--- src/rtl/systolic_seq.sv ---
// Sequencer for one DIM x DIM systolic matrix-multiply pass: clear, feed, drain, read-out.
// Outputs are registered and decoded from the next state/counter, so they line up with the state.
module systolic_seq #(
    parameter int unsigned DIM   = 8,
    parameter int unsigned CNT_W = $clog2(2 * DIM)
) (
    input  logic             clk,
    input  logic             rst,
    input  logic             start,
    input  logic             abort,
    output logic             busy,
    output logic             done,
    output logic             sa_clr,
    output logic             sa_en,
    output logic             mem_en,
    output logic [CNT_W-1:0] feed_row,
    output logic             feed_zero,
    output logic             c_rd_valid,
    output logic [CNT_W-1:0] c_rd_row,
    input  logic             c_rd_ready
);

    typedef enum logic [2:0] {
        StIdle,
        StClear,
        StFeed,
        StDrain,
        StRdout,
        StDone
    } state_e;

    localparam logic [CNT_W-1:0] FeedLast  = CNT_W'(DIM - 1);
    localparam logic [CNT_W-1:0] DrainLast = CNT_W'(2 * DIM - 3);
    localparam logic [CNT_W-1:0] RowLast   = CNT_W'(DIM - 1);

    state_e           state_q, state_d;
    logic [CNT_W-1:0] cnt_q, cnt_d;

    logic             busy_d, done_d, sa_clr_d, sa_en_d, mem_en_d, feed_zero_d, c_rd_valid_d;
    logic [CNT_W-1:0] feed_row_d, c_rd_row_d;

    // Abort wins over every in-pass transition, including the last read-out acceptance.
    always_comb begin
        state_d = state_q;
        cnt_d   = cnt_q;
        if (state_q != StIdle && abort) begin
            state_d = StIdle;
            cnt_d   = '0;
        end else begin
            unique case (state_q)
                StIdle: begin
                    if (start && !abort) begin
                        state_d = StClear;
                        cnt_d   = '0;
                    end
                end
                StClear: begin
                    state_d = StFeed;
                    cnt_d   = '0;
                end
                StFeed: begin
                    if (cnt_q == FeedLast) begin
                        state_d = StDrain;
                        cnt_d   = '0;
                    end else begin
                        cnt_d = cnt_q + CNT_W'(1);
                    end
                end
                StDrain: begin
                    if (cnt_q == DrainLast) begin
                        state_d = StRdout;
                        cnt_d   = '0;
                    end else begin
                        cnt_d = cnt_q + CNT_W'(1);
                    end
                end
                StRdout: begin
                    if (c_rd_ready) begin
                        if (cnt_q == RowLast) begin
                            state_d = StDone;
                            cnt_d   = '0;
                        end else begin
                            cnt_d = cnt_q + CNT_W'(1);
                        end
                    end
                end
                StDone: begin
                    state_d = StIdle;
                    cnt_d   = '0;
                end
                default: begin
                    state_d = StIdle;
                    cnt_d   = '0;
                end
            endcase
        end
    end

    always_comb begin
        busy_d       = (state_d != StIdle);
        done_d       = (state_d == StDone);
        sa_clr_d     = (state_d == StClear);
        sa_en_d      = (state_d == StFeed) || (state_d == StDrain);
        mem_en_d     = sa_en_d;
        feed_zero_d  = (state_d == StDrain);
        c_rd_valid_d = (state_d == StRdout);
        feed_row_d   = (state_d == StFeed) ? cnt_d : '0;
        c_rd_row_d   = (state_d == StRdout) ? cnt_d : '0;
    end

    always_ff @(posedge clk or posedge rst) begin
        if (rst) begin
            state_q    <= StIdle;
            cnt_q      <= '0;
            busy       <= 1'b0;
            done       <= 1'b0;
            sa_clr     <= 1'b0;
            sa_en      <= 1'b0;
            mem_en     <= 1'b0;
            feed_zero  <= 1'b0;
            c_rd_valid <= 1'b0;
            feed_row   <= '0;
            c_rd_row   <= '0;
        end else begin
            state_q    <= state_d;
            cnt_q      <= cnt_d;
            busy       <= busy_d;
            done       <= done_d;
            sa_clr     <= sa_clr_d;
            sa_en      <= sa_en_d;
            mem_en     <= mem_en_d;
            feed_zero  <= feed_zero_d;
            c_rd_valid <= c_rd_valid_d;
            feed_row   <= feed_row_d;
            c_rd_row   <= c_rd_row_d;
        end
    end

endmodule

--- config.mk ---
export PLATFORM = sky130hd
export DESIGN_NAME = systolic_seq
export DESIGN_NICKNAME = d
export VERILOG_FILES = /design/src/rtl/systolic_seq.sv
export SDC_FILE = /design/constraint.sdc
export NUM_CORES = 1
export LEC_CHECK = 0
export BUFFER_PORTS_ARGS = -buffer_cell sky130_fd_sc_hd__buf_2
export CORE_ASPECT_RATIO = 1.5
export CORE_MARGIN = 8
export CORE_UTILIZATION = 35
export CTS_CLUSTER_DIAMETER = 100
export CTS_CLUSTER_SIZE = 40
export DETAILED_ROUTE_END_ITERATION = 10
export GPL_TIMING_DRIVEN = 0
export PLACE_DENSITY = 0.58
export SYNTH_ARGS = -nofsm -noshare
export SYNTH_HDL_FRONTEND = slang
export SYNTH_SLANG_ARGS = --single-unit
--- constraint.sdc ---
create_clock -name clk -period 4.9 [get_ports clk]
set_clock_uncertainty 0.05 [all_clocks]
set_input_delay 0.49 -clock clk [delete_from_list [all_inputs] [get_ports clk]]
set_output_delay 0.49 -clock clk [all_outputs]
set_load 0.02 [all_outputs]
# Yosys cells after proc, flatten, opt, wreduce, memory -nomap -nowiden
# Index checks and enable logic that the tools add are counted.
[totals] in_bits=5 output_inout_bits=15 register_bits=21 wordCells=44
[classes] n_reduce_logical=7 addsub=1 n_mux=15 n_eq_ne=11
[ops] cell="4-bit 2-to-1 mux" n=7
[ops] cell="3-bit 2-to-1 mux" n=6
[ops] cell="4-bit one-hot mux with 4 select lines" n=1
[ops] cell="3-bit one-hot mux with 5 select lines" n=1
[ops] cell="3-bit by 2-bit == test with 1-bit output, second input constant" n=4
[ops] cell="3-bit == test, second input constant" n=3
[ops] cell="3-bit by 1-bit == test with 1-bit output, second input constant" n=2
[ops] cell="3-bit nonzero test" n=2
[ops] cell="4-bit by 1-bit adder with 4-bit output, second input constant" n=1
[ops] cell="4-bit by 3-bit == test with 1-bit output, second input constant" n=1
[ops] cell="4-bit == test, second input constant" n=1
[ops] cell="3-bit logical NOT" n=1
[ops] cell="1-bit logical AND" n=2
[ops] cell="1-bit logical NOT" n=1
[ops] cell="1-bit logical OR" n=1

# Longest topological paths before layout
[logic_depth] depth_word=7 depth_mapped=6

# Worst setup path before layout
# OpenSTA, ideal clock, no wires.
[synth_path] path_type="register to register" start="register cnt_q[0]" end="register feed_row[3]" path_slack_ps=3208 stages_incl_launch_ff=6 period_less_slack_ps=1692 arrival_time_ps=1548 path_cell_list="dfrtp_1 ha_1 and3_1 a31o_2 or3_1 a211oi_1"
[synth_between] elab_chain_len=7
[synth_lines] element="start, declared" line="37" rtl="logic [CNT_W-1:0] cnt_q, cnt_d;"
[synth_lines] element="start signal, assigned" line="126" rtl="cnt_q <= cnt_d;"
[synth_lines] element="parallel branches: the longest is 6 deep, another holds 4-bit by 1-bit adder with 4-bit output"
[synth_lines] element="4-bit 2-to-1 mux (*)" line="107" rtl="feed_row_d = (state_d == StFeed) ? cnt_d : '0;"
[synth_lines] element="via feed_row_d[3]" line="40" rtl="logic [CNT_W-1:0] feed_row_d, c_rd_row_d;"
[synth_lines] element="end signal, assigned" line="134" rtl="feed_row <= feed_row_d;"
[synth_lines] element="end, declared" line="16" rtl="output logic [CNT_W-1:0] feed_row,"
# Mark *: on every way through the listed nets, which the timed path passes.

# Final worst setup path
# Ends and elaborated chain as after synthesis.

==> impl_metrics.csv <==
group,metric,value,unit
outcome,status,"finished, final reports clean",
synth,syn_nets,97,
timing,slew_headroom,0.481,
global_routing,track_usage,0.0951,
synth,synth_top_area_frac,0.542,
cts,cts_buffers,3,
drt,wirelength,2.14,mm
worst_setup_path,startpoint_type,"register",
layout,stdcell_area,1160,um2
drt,ant_nets,0,
drt,drt_iter0_markers,30,
floorplanning,fp.dieW,59.0,um
layout,layout-drive-gt1-share,0.274,
floorplanning,start_util,0.366,
worst_setup_path,worst_ep_required_time,5.01,ns
drt,wl_per_cell,14.3,um
layout,nFillCells,283,
layout,fin_nets,121,
cts,cts_hold_buf,0,
power,power_leakage,0.585,nW
min_path,hp-class,"primary input to async pin",
layout,n_antenna_cell,0,
drt,vias,750,
drt,first_pass_iters,4,
synth,syn_area,970,um2
worst_setup_path,crit_path_end_kind,"register",
synth,yosysWarnings,0,
timing,final.setup.tns,0,ns
cts,cts.sinks,21,
worst_setup_path,crit_fanout,5,
placed_design,dpl_cell_area,1110,um2
global_routing,grt_max_degree,22,
timing,fin_crit,1.91,ns
synth,ys_top_cells_by_area,"dfrtp_1 54%, a21oi_1 4.1%, nor2_1 3.5%",
drt,viasPerCell,5.00,
timing,max_clock_freq,524,MHz
cts,tritoncts,"yes",
global_routing,grt_pass1_vias,759,
synth,yosys.area.top_type,"dfrtp_1",
layout,utilization,0.437,
worst_setup_path,worstPathArrival,2.02,ns
floorplanning,die_h,80.5,um
floorplanning,rows,23,
worst_setup_path,crit-reg2reg-launch,"cnt_q[0]",
timing,fin_crit_sh,0.390,
timing,final-setup-viol-count,0,
placed_design,io_buffers,19,
timing,drv_slew,0,
cts,cts_root_buf,"clkbuf_8",
synth,ys_seq_area_frac,0.542,
floorplanning,die-area,4750,um2
cts,cts.path.max_buffers,2,
drt,drcViolationCount,0,
timing,hold_viol_final,0,
synth,synthDistinctLibCells,34,
global_routing,gr-total-overflow,0,
global_routing,grt_pass1_wl,3.51,mm
synth,synth_area_per_cell,10.8,um2
global_routing,antenna_found_initial,0,
placed_design,gp_congestion,0.764,
cts,cts_resized,0,
layout,most-common-layout-cells,"21 x buf_2, 21 x dfrtp_1, 9 x nor2_1",
layout,area_delta_synth_final,19.4,%
floorplanning,core,2650,um2
cts,clkLatencyLatePin,0.26,ns
synth,ys_seq_elements,21,
floorplanning,boundaryPins,20,
worst_setup_path,setup.worst_path.start,"cnt_q[0]",
job,drv_cap,0,
synth,syn_inst,90,
timing,tightestPinTransition,0.778,ns
cts,path_clk_slew,0.07,ns
cts,htreeDepth,1,
timing,rsz0062_at_grt,"no",
placed_design,hpwl,1.61,mm
power,ir_drop,0.000162,V
worst_setup_path,worstSetupPathType,"register to register",
power,powerDensity,333,nW/um2
cts,postCtsSetupRepairBufs,0,
worst max-delay path, cell delays in order, from the launching register on:
cell      delay, ns
dfrtp_1        0.43
ha_1           0.24
and3_1         0.20
a31o_2         0.27
or3_1          0.38
a211oi_1       0.24
logic make-up after synthesis:
kind of cell    synth area share
buf+inv                   0.0335
compound gates             0.206
fa+ha+maj                 0.0374
flops                      0.542
simple gates               0.181
final timing paths:
kind                          endpoint  slack (ns)  depth (start not counted)
setup / recovery           feed_row[3]        2.99                          5
hold / removal               feed_zero        0.31                          2
setup reg to reg           feed_row[3]        2.99                          5
hold reg to reg            c_rd_row[1]        0.60                          2
max in group asynchronous  c_rd_row[2]        4.00                          2
min in group clk                mem_en        0.44                          2
synthesized netlist by cell type (all sizes together):
cell     instances
a2111o           1
a211o            1
a211oi           3
a21oi            9
a221oi           1
a22oi            1
a31o             1
a31oi            1
a32oi            1
and2             3
and3             2
buf              3
dfrtp           21
ha               2
inv              4
maj3             1
nand2            2
nand2b           2
nand3            2
nand3b           1
nand4b           1
nor2             9
nor2b            2
nor3             4
nor3b            1
o2111ai          1
o21ai            3
o21bai           2
o311ai           1
o31ai            1
or2              1
or3              2
final cells by class:
class	instances	area, um2	area share
Clock inverter	1	5.00	0.00432
Clock buffer	3	41.3	0.0357
Inverter	4	15.0	0.0130
Sequential cell	21	526	0.454
Buffer	3	17.5	0.0151
Tap cell	37	46.3	0.0400
Multi-Input combinational cell	62	412	0.356
Timing Repair Buffer	19	95.1	0.0822
report_power, final:
part,switching [W],total (W),leakage [nW],internal (W)
combinational,0.0000485,0.0000769,0.271,0.0000284
clock,0.0000560,0.000113,0.0255,0.0000566
sequential,0.0000112,0.000196,0.288,0.000185
per-stage QoR:
step | hold WS (ns) | instances | total power, W | setup slack (ns)
CTS | 0.333 | 150 | 0.000391 | 3.01
finish | 0.313 | 150 | 0.000386 | 2.99
global placement | 0.571 | 146 | 0.000274 | 2.98
floorplan | 0.417 | 90 | 0.000253 | 3.21
global route | 0.395 | 150 | 0.000407 | 2.88
detailed placement | 0.597 | 146 | 0.000278 | 3.01
per-layer routing:
metal | part of all wire | GRT usage | vias to the layer above
li1 | - | - | 372
met1 | 0.40 | 0.0996 | 349
met2 | 0.52 | 0.162 | 24
met3 | 0.065 | 0.0319 | 5
met4 | 0.020 | 0.0505 | 0
met5 | 0 | 0 | -
flip-flops by register name, indices dropped and copies added (netlist names):
register	cells
busy	1
c_rd_row	4
c_rd_valid	1
cnt_q	4
done	1
feed_row	4
feed_zero	1
mem_en	1
sa_clr	1
state_q	3
(Power assumes the default switching activity.)
